===== config.mk =====
export PLATFORM = sky130hd
export DESIGN_NAME = note_sequencer_flat
export DESIGN_NICKNAME = d
export VERILOG_FILES = /design/src/rtl/note_sequencer_pkg.sv /design/src/rtl/note_sequencer_if.sv /design/src/rtl/note_sequencer_pattern_ram.sv /design/src/rtl/note_sequencer.sv /design/src/flat_wrapper.sv
export SDC_FILE = /design/constraint.sdc
export NUM_CORES = 1
export LEC_CHECK = 0
export ABC_AREA = 1
export ABC_CLOCK_PERIOD_IN_PS = 1700
export CAP_MARGIN = 5
export CORE_MARGIN = 5
export CORE_UTILIZATION = 29
export CTS_CLUSTER_DIAMETER = 100
export DETAILED_ROUTE_END_ITERATION = 8
export PLACE_DENSITY_LB_ADDON = 0.15
export RECOVER_POWER = 100
export SLEW_MARGIN = 20
export SYNTH_ARGS = -nofsm -noshare
export SYNTH_HDL_FRONTEND = slang
export SYNTH_SLANG_ARGS = --single-unit

===== constraint.sdc =====
create_clock -name clk -period 1.7 [get_ports clk]
set_input_delay 0.34 -clock clk [delete_from_list [all_inputs] [get_ports clk]]
set_output_delay 0.34 -clock clk [all_outputs]
set_load 0.03 [all_outputs]

===== src/rtl/note_sequencer_pkg.sv =====
// Shared definitions for the note sequencer: geometry, pattern entry layout, FSM states.
// A pattern entry is {dur, div}; dur == END_MARK_DUR marks the end of the pattern.
package note_sequencer_pkg;

  localparam int DEPTH        = 16;
  localparam int ADDR_W       = $clog2(DEPTH);
  localparam int DUR_W        = 8;
  localparam int DIV_W        = 8;
  localparam int END_MARK_DUR = 0;

  typedef struct packed {
    logic [DUR_W-1:0] dur;
    logic [DIV_W-1:0] div;
  } entry_t;

  typedef enum logic [2:0] {
    ST_IDLE,
    ST_FETCH,
    ST_LOAD,
    ST_PLAY,
    ST_FINISH
  } state_t;

endpackage


===== src/rtl/note_sequencer_if.sv =====
// Control/status bundle between the front end (master) and the note sequencer (slave).
// Carries pattern writes, playback control, tick strobe and tone-counter drive.
interface note_sequencer_if;
  import note_sequencer_pkg::*;

  logic              tick;
  logic              start;
  logic              stop;
  logic              loop_en;
  logic              wr_en;
  logic [ADDR_W-1:0] wr_addr;
  entry_t            wr_data;
  logic [DIV_W-1:0]  count_to;
  logic              div_reset;
  logic              mute;
  logic              busy;
  logic [ADDR_W-1:0] step;
  logic              done;

  modport master (
    output tick, start, stop, loop_en, wr_en, wr_addr, wr_data,
    input  count_to, div_reset, mute, busy, step, done
  );

  modport slave (
    input  tick, start, stop, loop_en, wr_en, wr_addr, wr_data,
    output count_to, div_reset, mute, busy, step, done
  );

endinterface


===== src/rtl/note_sequencer_pattern_ram.sv =====
// Pattern store: DEPTH entries, synchronous write, registered read-first (1-cycle read).
// No backpressure: a write and a read may hit the same address; the read returns old data.
module note_sequencer_pattern_ram
  import note_sequencer_pkg::*;
(
  input  logic              clk,
  input  logic              wr_en,
  input  logic [ADDR_W-1:0] wr_addr,
  input  entry_t            wr_data,
  input  logic [ADDR_W-1:0] rd_addr,
  output entry_t            rd_data
);

  entry_t mem [DEPTH];

  always_ff @(posedge clk) begin
    if (wr_en) begin
      mem[wr_addr] <= wr_data;
    end
    rd_data <= mem[rd_addr];
  end

endmodule


===== src/rtl/note_sequencer.sv =====
// Steps through {dur, div} pattern entries and drives the tone counter; all outputs registered.
// Latency: start at edge E0 -> count_to/div_reset valid after E2; no backpressure, ticks in FETCH/LOAD dropped.
module note_sequencer
  import note_sequencer_pkg::*;
(
  input  logic            clk,
  input  logic            reset,
  note_sequencer_if.slave bus
);

  state_t            state_q, state_d;
  logic [ADDR_W-1:0] step_q, step_d;
  logic [DUR_W-1:0]  remain_q, remain_d;
  logic [DIV_W-1:0]  count_to_q, count_to_d;
  logic              div_reset_q, div_reset_d;
  logic              mute_q, mute_d;
  logic              busy_q;
  logic              done_q, done_d;
  entry_t            rd_entry;

  note_sequencer_pattern_ram u_ram (
    .clk     (clk),
    .wr_en   (bus.wr_en),
    .wr_addr (bus.wr_addr),
    .wr_data (bus.wr_data),
    .rd_addr (step_q),
    .rd_data (rd_entry)
  );

  always_comb begin
    state_d     = state_q;
    step_d      = step_q;
    remain_d    = remain_q;
    count_to_d  = count_to_q;
    div_reset_d = 1'b0;
    mute_d      = mute_q;
    done_d      = 1'b0;

    // stop overrides everything outside IDLE, including the tick that would end a note
    if (state_q != ST_IDLE && bus.stop) begin
      state_d    = ST_IDLE;
      mute_d     = 1'b1;
      count_to_d = '0;
    end else begin
      case (state_q)
        ST_IDLE: begin
          if (bus.start && !bus.stop) begin
            step_d  = '0;
            state_d = ST_FETCH;
          end
        end
        ST_FETCH: state_d = ST_LOAD;
        ST_LOAD: begin
          if (rd_entry.dur == DUR_W'(END_MARK_DUR)) begin
            if (bus.loop_en && step_q != '0) begin
              step_d  = '0;
              state_d = ST_FETCH;
            end else begin
              state_d = ST_FINISH;
            end
          end else begin
            count_to_d  = rd_entry.div;
            remain_d    = rd_entry.dur;
            div_reset_d = 1'b1;
            mute_d      = (rd_entry.div == '0);
            state_d     = ST_PLAY;
          end
        end
        ST_PLAY: begin
          if (bus.tick) begin
            if (remain_q == DUR_W'(1)) begin
              if (step_q != ADDR_W'(DEPTH - 1)) begin
                step_d  = step_q + ADDR_W'(1);
                state_d = ST_FETCH;
              end else begin
                step_d  = '0;
                state_d = bus.loop_en ? ST_FETCH : ST_FINISH;
              end
            end else begin
              remain_d = remain_q - DUR_W'(1);
            end
          end
        end
        ST_FINISH: begin
          done_d     = 1'b1;
          mute_d     = 1'b1;
          count_to_d = '0;
          state_d    = ST_IDLE;
        end
        default: state_d = ST_IDLE;
      endcase
    end
  end

  always_ff @(posedge clk) begin
    if (reset) begin
      state_q     <= ST_IDLE;
      step_q      <= '0;
      remain_q    <= '0;
      count_to_q  <= '0;
      div_reset_q <= 1'b0;
      mute_q      <= 1'b1;
      busy_q      <= 1'b0;
      done_q      <= 1'b0;
    end else begin
      state_q     <= state_d;
      step_q      <= step_d;
      remain_q    <= remain_d;
      count_to_q  <= count_to_d;
      div_reset_q <= div_reset_d;
      mute_q      <= mute_d;
      busy_q      <= (state_d != ST_IDLE);
      done_q      <= done_d;
    end
  end

  assign bus.count_to  = count_to_q;
  assign bus.div_reset = div_reset_q;
  assign bus.mute      = mute_q;
  assign bus.busy      = busy_q;
  assign bus.step      = step_q;
  assign bus.done      = done_q;

endmodule

===== src/flat_wrapper.sv =====
// flat-port wrapper written by rule: the top's interface ports become plain ports
module note_sequencer_flat import note_sequencer_pkg::*;
  (clk, reset, bus_tick, bus_start, bus_stop, bus_loop_en, bus_wr_en, bus_wr_addr, bus_wr_data, bus_count_to, bus_div_reset, bus_mute, bus_busy, bus_step, bus_done);
  note_sequencer_if bus_i ();
  input  logic clk;
  input  logic reset;
  input wire logic [$bits(bus_i.tick)-1:0] bus_tick;
  input wire logic [$bits(bus_i.start)-1:0] bus_start;
  input wire logic [$bits(bus_i.stop)-1:0] bus_stop;
  input wire logic [$bits(bus_i.loop_en)-1:0] bus_loop_en;
  input wire logic [$bits(bus_i.wr_en)-1:0] bus_wr_en;
  input wire logic [$bits(bus_i.wr_addr)-1:0] bus_wr_addr;
  input wire logic [$bits(bus_i.wr_data)-1:0] bus_wr_data;
  output wire logic [$bits(bus_i.count_to)-1:0] bus_count_to;
  output wire logic [$bits(bus_i.div_reset)-1:0] bus_div_reset;
  output wire logic [$bits(bus_i.mute)-1:0] bus_mute;
  output wire logic [$bits(bus_i.busy)-1:0] bus_busy;
  output wire logic [$bits(bus_i.step)-1:0] bus_step;
  output wire logic [$bits(bus_i.done)-1:0] bus_done;
  assign bus_i.tick = bus_tick;
  assign bus_i.start = bus_start;
  assign bus_i.stop = bus_stop;
  assign bus_i.loop_en = bus_loop_en;
  assign bus_i.wr_en = bus_wr_en;
  assign bus_i.wr_addr = bus_wr_addr;
  assign bus_i.wr_data = bus_wr_data;
  assign bus_count_to = bus_i.count_to;
  assign bus_div_reset = bus_i.div_reset;
  assign bus_mute = bus_i.mute;
  assign bus_busy = bus_i.busy;
  assign bus_step = bus_i.step;
  assign bus_done = bus_i.done;
  note_sequencer u_core (.clk(clk), .reset(reset), .bus(bus_i));
endmodule

* After elaboration in Yosys (flattened, before gate mapping)
Memory sizes are Yosys's and may differ from the RTL's. A register that Yosys moved wholly into a read port is not among the register bits.
Index checks and enable logic that the tools add are counted.
** Storage, ports and cells
- Bits of input ports :: 27
- Output and inout bits :: 16
- Register bits after elaboration :: 27
- Logic and storage cells :: 72
- Memory bits (writable) :: 256
- Memories kept :: 1
** Memories
- u_core.u_ram.mem :: words 16, width 16, rd ports 1, clocked after Yosys merged registers in 1, write ports 1, RTL line note_sequencer_pattern_ram.sv:14 : entry_t mem [DEPTH];
** Operators by class
- Bitwise logic cells :: 2
- Reductions and logical operators :: 18
- Equality and inequality tests :: 13
- Mux-type cells :: 28
- Add/subtract/negate cells :: 2
** Operators by type and width (count)
- $mux W8 :: 4
- $pmux W8 S2 :: 2
- $mux W3 :: 8
- $mux W4 :: 6
- $logic_not A8 Y1 :: 2
- $pmux W3 S4 :: 1
- $pmux W4 S3 :: 1
- $reduce_bool A3 Y1 :: 3
- $eq A8 B1 Y1 const B :: 1
- $ne A2 B1 Y1 const B :: 4
- $sub A8 B1 Y8 const B :: 1
- $reduce_and A7 Y1 :: 1
- $eq A3 B2 Y1 const B :: 2
- $ne A2 B2 Y1 const B :: 3
- $mux W1 :: 5
- $reduce_and A5 Y1 :: 1
- $add A4 B1 Y4 const B :: 1
- $ne A4 B4 Y1 const B :: 1
- $reduce_bool A2 Y1 :: 2
- $reduce_bool A4 Y1 :: 1
- $eq A3 B1 Y1 const B :: 1
- $eq A3 B3 Y1 const B :: 1
- $logic_and A1 B1 Y1 :: 3
- $logic_not A3 Y1 :: 1
- 6 further kinds :: 7

* Longest topological paths before layout
Gate-level depths: netlist of the first run.
- Depth after elaboration :: 7
- Gate-level depth with buffers :: 14
- Mapped depth without buffers :: 11

* Hierarchy
A second synthesis of the first run with hierarchy kept.
** Unflattened totals
- Cells, all modules :: 1314
- Area total of the unflattened synthesis :: 12914.9 sq um
** Modules (own cells, without submodules)
- note_sequencer_pattern_ram :: times used 1, cells each 1074, seq. area each 8007.7 sq um, area an instance 11380.9 sq um
- note_sequencer :: times used 1, cells each 240, seq. area each 540.5 sq um, area an instance 1534.0 sq um

* Worst setup path after synthesis of the first run
No wires, ideal clock.
- Kind :: register -> register
- Start point :: reg u_core.step_q[0] (netlist: u_core.bus.step[0])
- End point :: reg u_core.step_q[3] (netlist: u_core.bus.step[3])
- Data required time :: 1.582 ns
- Setup slack :: -0.311 ns
- Buffers on the path :: 3
- Library setup time :: 0.118 ns
- Stages on the path, launching flop included :: 14
- Arrival :: 1.894 ns
- Period minus slack after synthesis :: 2.011 ns
- Cells stage by stage :: dfxtp_1 > buf_4 > inv_2 > buf_6 > buf_4 > ha_1 > nand2_1 > nand2_1 > nand2_1 > nand2_1 > nor2_4 > nand2_2 > nand2_1 > a21oi_1
** Between the ends
- Word-level cells in the longest chain between the ends :: 5
- Elaborated cells on any way between the ends :: 10
- Classes of those cells :: 1 x add/sub; 2 x eq/ne; 4 x mux; 3 x reduce/logical
** RTL lines
- start: declaration :: RTL line note_sequencer.sv:12 : logic [ADDR_W-1:0] step_q, step_d;
- start signal: assignment :: RTL line note_sequencer.sv:107 : step_q <= step_d;
- $add A4 B1 Y4 / $ne A4 B4 Y1 (equally long branches) :: RTL line note_sequencer.sv:73, note_sequencer.sv:72
- $mux W4 :: RTL line note_sequencer.sv:72 : if (step_q != ADDR_W'(DEPTH - 1)) begin
- $mux W4 :: RTL line note_sequencer.sv:71 : if (remain_q == DUR_W'(1)) begin
- $mux W4 :: RTL line note_sequencer.sv:70 : if (bus.tick) begin
- $pmux W4 S3 :: RTL line note_sequencer.sv:45 : case (state_q)
Several ways; a longest one is shown, not always the timed one. The select of a mux whose other input is x is not followed.
A chain may end at the register's enable or synchronous reset.

* Worst setup path in the final report of the first run
- Start point :: reg u_core.step_q[1] (netlist: u_core.bus.step[1])
- End point :: out bus_step[1]
** RTL lines
- end: declaration :: RTL line flat_wrapper.sv:18 : output wire logic [$bits(bus_i.step)-1:0] bus_step;
No word-level cell between the ends.

==> impl_metrics.toml, run 1 <==
[outcome]
status = "completed"

[route]
drc_errors = 0
drt_iter0_drc = 545
wirelength_um = 31480
first_pass_iters = 5
via_per_inst = 4.748
num_vias = 7824
drtAntennaViolNets = 0
wire_per_inst_um = 19.10

[floorplanning]
fp.dieW_um = 211.9
core_area_um2 = 40550
io_pins = 43
rows = 74
die_y_um = 211.9
start_util = 0.2914
die-area_um2 = 44890

[logic_synthesis]
synth_flop_cell = "edfxtp_1"
ys_types = 34
ys_async_sr_fraction = 0
post-synth-top-area-cell = "edfxtp_1"
syn-num-nets = 1019
synth_seq_area_share = 0.7233
syn_area_um2 = 11820
avgSynthCellArea_um2 = 11.96
synth_edf_count = 256
synth_most_common_cell = "edfxtp_1"
yosysTopAreaCellShare = 0.6504
ys_seq_elements = 299
syn_inst = 988
ys_top_cells_by_area = "edfxtp_1 65%, dfxtp_1 7.3%, nor2_1 6.3%"
yosys_warnings = 0
yosys-top-cells-count = "256 x edfxtp_1, 197 x nor2_1, 129 x nand2_1, 111 x o21ai_0, 64 x o22ai_1"

[placement]
dp.final_hpwl_um = 20010
dp_slack_ns = -0.1609
place_congestion = 0.7988
io_buffers = 42

[pwr]
cellPowerDensity_nw_per_um2 = 1254
cell_internal_pwr_mw = 13.25
power.share.clock = 0.388
combPwrFrac = 0.142
p_switching_mw = 4.697
ir_drop_mv = 0.5584
p_leak_nw = 4.946
swShare = 0.2617
seqPwrFrac = 0.470
power_mw = 17.95

[grt]
grt_pass1_wl_um = 47910
first_global_vias = 7839
gr-usage-all-layers = 0.1393
grt_max_degree = 55
grt_remaining_overflow = 0
antenna_found_initial = 3

[timing]
rsz0062_at_grt = "no"
finalCriticalPeriod_ns = 1.617
max_freq_mhz = 618.6
slew_headroom = 0.3144
finalWorstSetupSlack_ns = 0.08342
fin_crit_sh = 0.9509
slew_violations = 0
worst_slew_pin_slew_ns = 1.028
finalClockSkew_ns = 0.01004
hold_viol = 0
finalSetupViolations = 0

[cts]
cts_root_buffer = "clkbuf_16"
cts_max_level = 2
cts_sinks = 299
cts_tree = "done"
hold_buffers = 0
clk_pin_slew_ns = 0.06
numCtsBuffers = 35
clockBufferDepth = 3
clk_latency_ns = 0.51

[cells_and_area]
fillCellCount = 4095
multi_input_area_um2 = 2898
regArea_um2 = 8556
area_growth_pct = 21.13
drive_gt1_frac = 0.1121
nNetsFinal = 1120
final_util = 0.3530

[critical_path]
crit_type = "register to output pin"
cp.required_ns = 1.36
endpoint_kind = "output pin"
r2r_cells = 6
path_max_fanout = 26
start_kind = "register"
cp.arrival_ns = 1.28

[hold_path]
hp-class = "register to register"
min_path_cells = 2

[flow_run]
max-cap-violations = 0
flip-flops by register name, summed over array words and instances (netlist names), 3 cells and up:
signal	flops
u_core.u_ram.mem	256
u_core.u_ram.rd_data	16
u_core.bus.step	4
u_core.remain_q	8
u_core.state_q	3
u_core.bus.count_to	8
critical path, cell delays in order (launching register included):
cell	delay, ns
dfxtp_4	0.40
buf_16	0.20
buf_6	0.16
final cells by class:
cell class	count	area share
Clock buffer	42	0.06301
Tap cell	532	0.04650
Timing Repair Buffer	114	0.07132
Clock inverter	21	0.01127
Multi-Input combinational cell	611	0.2024
Inverter	28	0.007691
Antenna cell	1	0.0001748
Sequential cell	299	0.5976
layout by cell type (no fill, tap or decap), types with 2 or more instances in the layout:
master             n
dlygate4sd2_1     14
nand2_2            5
o21ai_1           34
a21oi_1            6
clkinv_1          11
dlygate4sd3_1     17
nand2_1          128
clkbuf_16         35
edfxtp_1         256
dfxtp_4            2
clkbuf_2          14
o21ai_0          111
nor4_1             2
clkdlybuf4s50_1    9
bufinv_16          2
dfxtp_1           41
o211ai_1           2
clkinv_2           6
inv_1             20
buf_4             16
inv_6              3
nor2_2             4
inv_4              2
ha_1               3
buf_12            13
nand3b_1           3
nand4_1           18
clkbuf_4           3
clkbuf_1          32
o22ai_1           64
nor2_1           197
inv_2              4
nor2_4             5
nand3_1           19
repair_timing:
item | in CTS | in global routing
setup endpoints to repair | 15 | 1
resized for setup | 15 | 1
gates cloned | 1 | 0
buffers inserted | 0 | 0
power groups by stage:
stage | Clock [mW] | Combinational (mW) | Sequential, mW
global placement | 0 | 2.65 | 8.58
detailed placement | 0 | 2.64 | 8.58
CTS | 7.18 | 2.67 | 8.44
finish | 6.97 | 2.54 | 8.43
global route | 7.50 | 2.85 | 8.47
floorplan | 0 | 1.55 | 8.61
through the flow:
step	hold slack [ns]	area [um2]	TNS (ns)	cells
5_1_grt	0.4943	14320	0	1648
6_report	0.4540	14320	0	1648
2_1_floorplan	0.4019	11850	0	988
3_3_place_gp	0.4561	13620	-23.24	1583
4_1_cts	0.4584	14710	0	1647
3_5_place_dp	0.4479	13620	-25.20	1583
cells by family (layout without fill, tap and decap cells):
| kind of cell | after synthesis | in the layout | synth area share |
|---|---|---|---|
| other | 0 | 1 | 0 |
| adders and majority gates | 4 | 4 | 0.004235 |
| xor gates and xnor gates | 1 | 1 | 0.0007412 |
| buffers and inverters | 78 | 205 | 0.03239 |
| and+or+nand+nor | 385 | 385 | 0.1368 |
| AOI/OAI and AO/OA | 221 | 221 | 0.1026 |
| DFF | 299 | 299 | 0.7233 |
worst paths after layout:
kind	end	slack (ns)	startpoint
worst max-delay path	bus_step[1]	0.08	u_core.bus.step[1]
worst min-delay path	u_core.bus.mute	0.45	u_core.bus.mute
worst max register to register	u_core.u_ram.rd_data[3]	0.09	u_core.bus.step[0]
worst min register to register	u_core.bus.mute	0.45	u_core.bus.mute
routing by layer:
| layer | part of all wire | vias to the layer above | global-route usage |
|---|---|---|---|
| met2 | 0.46 | 181 | 0.2221 |
| met1 | 0.48 | 3851 | 0.2040 |
| li1 | - | 3754 | - |
| met5 | 0 | - | 0 |
| met4 | 0.015 | 0 | 0.02976 |
| met3 | 0.047 | 38 | 0.01971 |
No activity file was read; power rests on OpenSTA's default activity.
==> run 2, diff against run 1 <==
--- a/config.mk
+++ b/config.mk
@@ -7,7 +7,7 @@
 export LEC_CHECK = 0
 export ABC_AREA = 1
 export ABC_CLOCK_PERIOD_IN_PS = 1700
-export CAP_MARGIN = 5
+export CAP_MARGIN = 20
 export CORE_MARGIN = 5
 export CORE_UTILIZATION = 29
 export CTS_CLUSTER_DIAMETER = 100
==> results of run 2 <==
Final layout, timing and power as in run 1 (identical DEF).
==> run 3, diff against run 2 <==
--- a/config.mk
+++ b/config.mk
@@ -5,7 +5,6 @@
 export SDC_FILE = /design/constraint.sdc
 export NUM_CORES = 1
 export LEC_CHECK = 0
-export ABC_AREA = 1
 export ABC_CLOCK_PERIOD_IN_PS = 1700
 export CAP_MARGIN = 20
 export CORE_MARGIN = 5
@@ -14,6 +13,7 @@
 export DETAILED_ROUTE_END_ITERATION = 8
 export PLACE_DENSITY_LB_ADDON = 0.15
 export RECOVER_POWER = 100
+export REMOVE_ABC_BUFFERS = 1
 export SLEW_MARGIN = 20
 export SYNTH_ARGS = -nofsm -noshare
 export SYNTH_HDL_FRONTEND = slang
==> run 3 against run 2 <==
The flow now finishes with violations (negative setup slack); sequential power is 2.6% lower; clock power is 3.0% higher; flip-flop and latch count stayed put; maximum frequency is 13% lower; largest power group unchanged; register-to-register slack worse by 0.26 ns; final area is 2.0% higher; first-iteration DRC count is 33% lower; global-route usage is 1.4 points lower; hold slack better by 0.027 ns; critical path type is now register to register; worst setup slack worse by 0.25 ns; synthesized area is 2.2% lower.
==> impl_metrics.toml, run 3 <==
[hold_path]
min_to = "u_core.remain_q[7]"
hp-start = "u_core.remain_q[7]"
min_path_cells = 2
hp-class = "register to register"

[cts]
clockBufferDepth = 3
clk_pin_slew_ns = 0.06
cts_root_buffer = "clkbuf_16"
clk_latency_ns = 0.50
cts_max_level = 2
numCtsBuffers = 36
cts_sinks = 299
hold_buffers = 0
cts_tree = "done"

[timing]
finalClockSkew_ns = 0.007971
fin_crit_sh = 1.099
fin_tns_setup_ns = -3.097
slew_headroom = 0.4424
worst_slew_pin_slew_ns = 0.8363
rsz0062_at_grt = "yes"
finalSetupViolations = 55
finalWorstSetupSlack_ns = -0.1681
max_freq_mhz = 535.3
finalCriticalPeriod_ns = 1.868
hold_viol = 0
slew_violations = 0

[route]
drc_errors = 0
drtAntennaViolNets = 0
wire_per_inst_um = 21.69
wirelength_um = 27590
num_vias = 5899
via_per_inst = 4.638
drt_iter0_drc = 364
first_pass_iters = 4

[pwr]
power_mw = 16.20
cellPowerDensity_nw_per_um2 = 1110
p_leak_nw = 4.717
ir_drop_mv = 0.4867

[critical_path]
crit_buf_inv = 2
path_delay_family = "multiplexers"
start_kind = "register"
endpoint_kind = "register"
crit_type = "register to register"
path_max_fanout = 5
critical_path.cell_chain = "buf_12 > buf_6 > mux4_2 > mux4_2"
r2r_start = "u_core.bus.step[0]"
critical_path.most_common_cell = "mux4_2"
cp.required_ns = 2.07
r2r_slack_ns = -0.17
r2r-end = "u_core.u_ram.rd_data[6]"
worst_path_max_delay_cell = "mux4_2"
r2r_cells = 4
cp.arrival_ns = 2.24
crit_path_max_incr_delay_ns = 0.58

[logic_synthesis]
yosys_warnings = 0
yosysTopAreaCellShare = 0.6651
ys_top_cells_by_area = "edfxtp_1 67%, mux4_2 15%, dfxtp_1 7.4%"
yosys-top-cells-count = "256 x edfxtp_1, 75 x mux4_2, 43 x dfxtp_1, 36 x nor2_1, 18 x a21oi_1"
ys_types = 49
synth_most_common_cell = "edfxtp_1"
post-synth-top-area-cell = "edfxtp_1"
syn_inst = 571
syn_area_um2 = 11560
ys_seq_elements = 299
synth_flop_cell = "edfxtp_1"
ys_async_sr_fraction = 0
synth_edf_count = 256
synth_seq_area_share = 0.7396
avgSynthCellArea_um2 = 20.24

[flow_run]
max-cap-violations = 0

[grt]
first_global_vias = 6403
grt_max_degree = 22
gr-usage-all-layers = 0.1251
grt_pass1_wl_um = 41370
antenna_found_initial = 4
grt_remaining_overflow = 0

[cells_and_area]
drive_gt1_frac = 0.3307
multi_input_area_um2 = 2935
area_growth_pct = 26.30
final_cell_area_um2 = 14600
top_regs = "u_core.u_ram.mem (256), u_core.u_ram.rd_data (16)"
largest_register_ffs = 256
final_cell_mix = "256 x edfxtp_1, 79 x mux4_2, 38 x clkbuf_16"
final_util = 0.3691
top_register = "u_core.u_ram.mem"
layout_commonest_cell = "edfxtp_1"
fillCellCount = 3684
antenna_cells = 0
nNetsFinal = 752
regArea_um2 = 8562

[placement]
io_buffers = 42
place_congestion = 0.7444
dp_slack_ns = -0.3732
dp.final_hpwl_um = 17150
post_dp_cell_area_um2 = 13330

[floorplanning]
io_pins = 43
core_area_um2 = 39550
start_util = 0.2923
die_y_um = 209.6
die-area_um2 = 43950
fp.dieW_um = 209.6
rows = 73

[outcome]
status = "complete, but fails checks"
violations = "negative setup slack"
## run 3: worst max-delay path by stage
stage	from	endpoint	slack (ns)	cells after the start
5_1_grt	u_core.bus.step[0]	u_core.u_ram.rd_data[7]	-0.20	4
4_1_cts	u_core.bus.step[0]	u_core.u_ram.rd_data[15]	-0.20	4
3_5_place_dp	bus_wr_en	u_core.u_ram.mem[0][5]	-0.37	4
3_3_place_gp	bus_wr_en	u_core.u_ram.mem[0][2]	-0.36	4
6_report	u_core.bus.step[0]	u_core.u_ram.rd_data[6]	-0.17	4
2_1_floorplan	u_core.bus.step[0]	u_core.bus.step[0]	-2.55	6
## run 3: final cells by class
class / instances / area share
sequential: 299 / 0.5865
clock buffer: 45 / 0.06685
inverter: 5 / 0.001457
multi-input combinational: 240 / 0.2011
timing repair buffer: 139 / 0.08956
tap: 525 / 0.04499
clock inverter: 19 / 0.009599
## run 3: power breakdown
part           switching, mW  total, mW  leakage [nW]  internal, mW
clock network           2.82       7.18         0.555          4.36
registers             0.0740       8.21          2.67          8.14
logic                  0.458      0.808          1.49         0.350
## run 3: tightest hold or removal path, cell delays in order, from the launching register on
cell and delay (ns):
dfxtp_1 0.32, o21ai_2 0.07, a21oi_2 0.05
## run 3: logic make-up after synthesis
family	count (synthesis)	share of synthesized area
compound gates	44	0.02533
xor+xnor	2	0.001516
fa+ha+maj	4	0.004330
buf+inv	33	0.01721
flops	299	0.7396
mux	92	0.1679
simple gates	97	0.04416
## run 3: layer usage
metal  routed length [um]  vias up  GRT usage
met2                12600      153     0.1931
met3                 1657       48    0.02765
met1                12700     3060     0.1793
li1                     -     2638          -
met4                  625        0    0.03555
met5                    0        -          0
## run 3: repair_timing
item	4_1_cts	5_1_grt
gates cloned	5	2
gates resized for setup	41	28
setup endpoints to repair	40	32
setup buffers	7	6
pin swaps	4	15
hold endpoints to repair	0	0
## run 3: through the flow
stage | hold slack, ns | instances
CTS | 0.4847 | 1264
global route | 0.4980 | 1272
detailed placement | 0.4868 | 1188
finish | 0.4806 | 1272
floorplan | 0.4091 | 543
global placement | 0.4688 | 1188
